[src/rtl/drain_m_pkg.sv]
// rtl/drain_m_pkg.sv - shared constants, size encoding and FSM states for the matrix drain
package drain_m_pkg;

  localparam int DIM    = 5;
  localparam int DATA_W = 8;
  localparam int MAT_W  = DIM * DIM * DATA_W;

  typedef enum logic [1:0] {
    SIZE_2X2 = 2'b00,
    SIZE_3X3 = 2'b01,
    SIZE_4X4 = 2'b10,
    SIZE_5X5 = 2'b11
  } size_t;

  typedef enum logic [1:0] {
    ST_IDLE = 2'd0,
    ST_SEND = 2'd1,
    ST_DONE = 2'd2
  } state_t;

endpackage

[src/rtl/drain_m_elem_sel.sv]
// rtl/drain_m_elem_sel.sv - combinational pick of element (row,col) from a row-major packed matrix
module elem_sel_m #(
  parameter int DIM    = drain_m_pkg::DIM,
  parameter int DATA_W = drain_m_pkg::DATA_W
) (
  input  logic [DIM*DIM*DATA_W-1:0] mat,
  input  logic [2:0]                row,
  input  logic [2:0]                col,
  output logic [DATA_W-1:0]         elem
);

  logic [7:0]                lin;
  logic [11:0]               shamt;
  logic [DIM*DIM*DATA_W-1:0] shifted;

  // Element (0,0) sits in the MSBs, so shift the wanted element up to the top.
  assign lin     = 8'(row) * 8'(DIM) + 8'(col);
  assign shamt   = 12'(lin) * 12'(DATA_W);
  assign shifted = mat << shamt;
  assign elem    = shifted[DIM*DIM*DATA_W-1 -: DATA_W];

endmodule

[src/rtl/drain_m.sv]
// rtl/drain_m.sv - captures a result matrix and streams its active NxN window element by element
module drain_m #(
  parameter int DIM    = drain_m_pkg::DIM,
  parameter int DATA_W = drain_m_pkg::DATA_W
) (
  input  logic                      clk,
  input  logic                      rst,
  input  logic                      start,
  input  logic [DIM*DIM*DATA_W-1:0] mat_in,
  input  logic                      ovf_in,
  input  logic [1:0]                size,
  output logic                      m_valid,
  input  logic                      m_ready,
  output logic [4:0]                m_addr,
  output logic [DATA_W-1:0]         m_data,
  output logic                      busy,
  output logic                      done,
  output logic                      ovf_out
);

  import drain_m_pkg::*;

  state_t                    state, state_n;
  size_t                     size_q;
  logic [DIM*DIM*DATA_W-1:0] mat_q;
  logic [DIM*DIM*DATA_W-1:0] sel_mat;
  logic                      ovf_q;
  logic [2:0]                row, col, nxt_row, nxt_col, n_last;
  logic [DATA_W-1:0]         sel_elem;
  logic                      accept, xfer, last;

  assign n_last = 3'(size_q) + 3'd1;
  assign accept = (state == ST_IDLE) && start;
  assign xfer   = (state == ST_SEND) && m_ready;
  assign last   = xfer && (row == n_last) && (col == n_last);

  always_comb begin
    nxt_row = row;
    nxt_col = col + 3'd1;
    if (col == n_last) begin
      nxt_col = 3'd0;
      nxt_row = row + 3'd1;
    end
    if (state == ST_IDLE) begin
      nxt_row = 3'd0;
      nxt_col = 3'd0;
    end
  end

  // In IDLE the selector looks at the incoming matrix so (0,0) is ready on the first SEND cycle.
  assign sel_mat = (state == ST_IDLE) ? mat_in : mat_q;

  elem_sel_m #(.DIM(DIM), .DATA_W(DATA_W)) u_elem_sel (
    .mat  (sel_mat),
    .row  (nxt_row),
    .col  (nxt_col),
    .elem (sel_elem)
  );

  always_ff @(posedge clk) begin
    if (!rst) state <= ST_IDLE;
    else      state <= state_n;
  end

  always_comb begin
    state_n = state;
    case (state)
      ST_IDLE: if (start) state_n = ST_SEND;
      ST_SEND: if (last)  state_n = ST_DONE;
      ST_DONE: state_n = ST_IDLE;
      default: state_n = ST_IDLE;
    endcase
  end

  always_ff @(posedge clk) begin
    if (!rst) begin
      mat_q  <= '0;
      ovf_q  <= 1'b0;
      size_q <= SIZE_2X2;
      row    <= 3'd0;
      col    <= 3'd0;
      m_addr <= 5'd0;
      m_data <= '0;
    end else if (accept) begin
      mat_q  <= mat_in;
      ovf_q  <= ovf_in;
      size_q <= size_t'(size);
      row    <= 3'd0;
      col    <= 3'd0;
      m_addr <= 5'd0;
      m_data <= sel_elem;
    end else if (xfer && !last) begin
      row    <= nxt_row;
      col    <= nxt_col;
      m_addr <= 5'(nxt_row) * 5'(DIM) + 5'(nxt_col);
      m_data <= sel_elem;
    end
  end

  assign m_valid = (state == ST_SEND);
  assign busy    = (state != ST_IDLE);
  assign done    = (state == ST_DONE);
  assign ovf_out = ovf_q;

endmodule

[config.mk]
export PLATFORM = sky130hd
export DESIGN_NAME = drain_m
export DESIGN_NICKNAME = d
export VERILOG_FILES = /design/src/rtl/drain_m_pkg.sv /design/src/rtl/drain_m_elem_sel.sv /design/src/rtl/drain_m.sv
export SDC_FILE = /design/constraint.sdc
export NUM_CORES = 1
export LEC_CHECK = 0
export ABC_CLOCK_PERIOD_IN_PS = 4500
export BUFFER_PORTS_ARGS = -buffer_cell sky130_fd_sc_hd__buf_2
export CORE_ASPECT_RATIO = 2
export CORE_MARGIN = 2
export CORE_UTILIZATION = 56
export CTS_CLUSTER_DIAMETER = 120
export DETAILED_ROUTE_END_ITERATION = 16
export PLACE_DENSITY = 0.8
export SLEW_MARGIN = 10
export SYNTH_ARGS = -nofsm -noshare
export SYNTH_HDL_FRONTEND = slang
export SYNTH_SLANG_ARGS = --single-unit
[constraint.sdc]
create_clock -name clk -period 4.5 [get_ports clk]
set_input_delay 0.675 -clock clk [delete_from_list [all_inputs] [get_ports clk]]
set_output_delay 0.675 -clock clk [all_outputs]
set_load 0.01 [all_outputs]
==> results.toml <==
[timing]
rsz0062_at_grt = "false"
setup_viol = 0
hold-worst-slack_ps = 417
setup_ws_ps = 296
hold_viol = 0
worstMarginPinSlew_ps = 1120
fin_crit_ps = 4200
tns_ps = 0
fmax_ghz = 0.238
post-route-period-util_pct = 93.4
clock_skew_ps = 10.4
slew_violations = 0
slew_headroom_pct = 25.3

[grt]
grt_max_degree = 205
grt-ovfl-total = 0
grt_use_total_pct = 31.7
grt_pass1_wl_mm = 55.8
antenna_found_initial = 4
grt_pass1_vias = 10600

[drt]
drc = 0
drtIter0Drc = 720
drt-total-wl_mm = 36.2
wl_per_cell_microns = 20.0
drt_first_pass_iters = 5
via_count = 10700
final_antenna_net_count = 0
viasPerCell = 5.91

[yosys]
synth.ff_latch_count = 224
syn_inst = 1365
syn-num-nets = 1585
yosys_most_used_dff = "dfxtp_1"
synth.distinct_cells = 53
yosysSeqAreaShare_pct = 37.6
synth_edf_count = 0
async_reset_ff_share_pct = 0
synth_warnings = 0
synthesis.area_sq_mm = 0.0119
avgSynthCellArea_sq_um = 8.73

[clock_network]
htreeDepth = 1
path_clk_slew_ps = 70
cts-root-buf = "clkbuf_16"
cts_tree = "yes"
clock-sinks = 224
cts_buffer_depth = 3
insertion_delay_ps = 510
cts_setup_buffers = 0
cts_buffers = 21

[floorplan]
die_h_microns = 210
pin_count = 224
dieWidth_microns = 107
start_util_pct = 57.0
fp.dieArea_sq_mm = 0.0225
core_area_sq_mm = 0.0209
rows = 75

[run_status]
status = "completed"

[hold_path]
min_path_type = "input port to flip-flop"

[placed_design]
dp_hpwl_mm = 25.8
io_buffer_count = 223
place_ws_ps = 160
postPlaceCellArea_sq_mm = 0.0131
dp.cells = 1772
gp_congestion = 0.975

[setup_path]
critical_path.max_fanout = 16
startpoint_type = "flip-flop"
worstPathRequired_ps = 4940
path_class = "flip-flop to flip-flop"
arrival_ps = 4650
end_kind = "flip-flop"

[finish]
final_area_sq_mm = 0.0139
layout_commonest_cell = "nand2_1"
nNetsFinal = 1746
area_growth_pct = 16.3
seqCellArea_sq_mm = 0.00448
multiInputGateArea_sq_mm = 0.00691
fillCellCount = 1767
drive_gt1_share_pct = 23.6
final_cells = 1816
final_cell_mix = "nand2_1 (468), dfxtp_1 (224), buf_2 (222), a21boi_0 (203), mux2i_1 (60)"

[flow_run]
drv_cap = 0

[power]
p_per_area_mw_per_mm2 = 362
ir_drop_uv = 342
cellLeakagePower_nw = 5.73
-- layout make-up --
cell class / instances / area share [%]
antenna: 6 / 0.108
clock buffer: 30 / 4.40
clock inverter: 8 / 0.749
inverter: 6 / 0.162
multi-input combinational: 1021 / 49.9
sequential: 224 / 32.4
tap: 269 / 2.43
timing repair buffer: 252 / 9.91
-- flip-flops by register name (all words and copies together) (netlist names) --
name / count
row: 3
size_q: 2
m_data: 8
state: 2
mat_q: 200
ovf_out: 1
m_addr: 5
col: 3
-- cells in the mapped netlist, types with 3 or more instances --
| cell type | count | share of area (%) |
|---|---|---|
| o221ai_1 | 7 | 0.51 |
| nor2b_1 | 6 | 0.31 |
| mux2_2 | 15 | 1.4 |
| nand4_1 | 3 | 0.16 |
| a211o_1 | 7 | 0.51 |
| nand3_1 | 11 | 0.46 |
| a32oi_1 | 7 | 0.51 |
| nand2b_1 | 4 | 0.21 |
| a221oi_1 | 24 | 1.8 |
| inv_1 | 6 | 0.19 |
| mux4_2 | 49 | 9.3 |
| buf_4 | 7 | 0.44 |
| xnor2_1 | 7 | 0.51 |
| xor2_1 | 5 | 0.37 |
| mux2i_1 | 60 | 5.0 |
| nor3_1 | 8 | 0.34 |
| a311oi_1 | 14 | 1.0 |
| nand2_1 | 470 | 15 |
| dfxtp_1 | 224 | 38 |
| o21ai_0 | 16 | 0.67 |
| o22ai_1 | 7 | 0.37 |
| nor2_1 | 37 | 1.2 |
| a21oi_1 | 14 | 0.59 |
| a21boi_0 | 203 | 13 |
| buf_2 | 9 | 0.38 |
| buf_1 | 3 | 0.094 |
| mux4_1 | 7 | 1.5 |
| and3_1 | 3 | 0.16 |
| ha_1 | 12 | 1.3 |
| buf_6 | 8 | 0.76 |
| clkbuf_1 | 85 | 2.7 |
-- stage by stage --
| stage | utilization [%] | power [mW] |
|---|---|---|
| final | 66.2 | 5.01 |
| after global routing | 66.2 | 5.18 |
| after CTS | 66.1 | 5.02 |
| after detailed placement | 62.6 | 3.17 |
| after global placement | 62.6 | 3.15 |
| after floorplan | - | 2.81 |
-- metal layers --
layer / routed length, microns / GRT usage [%]
met1: 12400 / 34.7
met2: 18900 / 55.5
met3: 2060 / 3.99
met4: 2820 / 22.5
met5: 0 / 0
-- cell families (layout without fill, tap and decap cells) --
logic type,count (synthesis),count (layout),share of synthesized area [%]
and+or+nand+nor,551,551,18.2
AOI/OAI and AO/OA,314,314,19.8
DFF,224,224,37.6
muxes,131,131,17.3
buffers and inverters,120,296,4.79
adders and majority gates,13,13,1.43
xor gates and xnor gates,12,12,0.882
other,0,6,0
-- timing repair --
action | in CTS | in global routing
hold buffers | 0 | 0
resized for setup | 0 | 5
setup endpoints to repair | 0 | 7
endpoints found under the hold margin | 0 | 0
-- worst paths after layout --
kind                    end  cells after the start       from  slack (ps)
setup / recovery  m_data[5]                     16  size_q[0]         300
hold / removal      ovf_out                      3     ovf_in         420
setup reg to reg  m_data[5]                     16  size_q[0]         300
hold reg to reg   m_data[5]                      2  m_data[5]         460
-- worst max-delay path, stage by stage (launching register included) --
cell	delay (ps)
dfxtp_1	350
ha_1	350
xnor2_1	240
nand3_2	200
xor2_1	190
nor2_1	140
ha_1	260
ha_1	310
inv_1	70
fa_1	590
buf_4	250
inv_1	110
nor2_1	60
buf_4	180
a221oi_1	490
a32oi_1	180
o21ai_0	170
-- power by group --
| group | internal [mW] | leakage [nW] | total [mW] | switching, mW |
|---|---|---|---|---|
| sequential | 2.11 | 1.84 | 2.17 | 0.0616 |
| clock | 1.07 | 0.354 | 1.87 | 0.807 |
| combinational | 0.416 | 3.54 | 0.972 | 0.557 |
No activity file was read; power rests on OpenSTA's default activity.
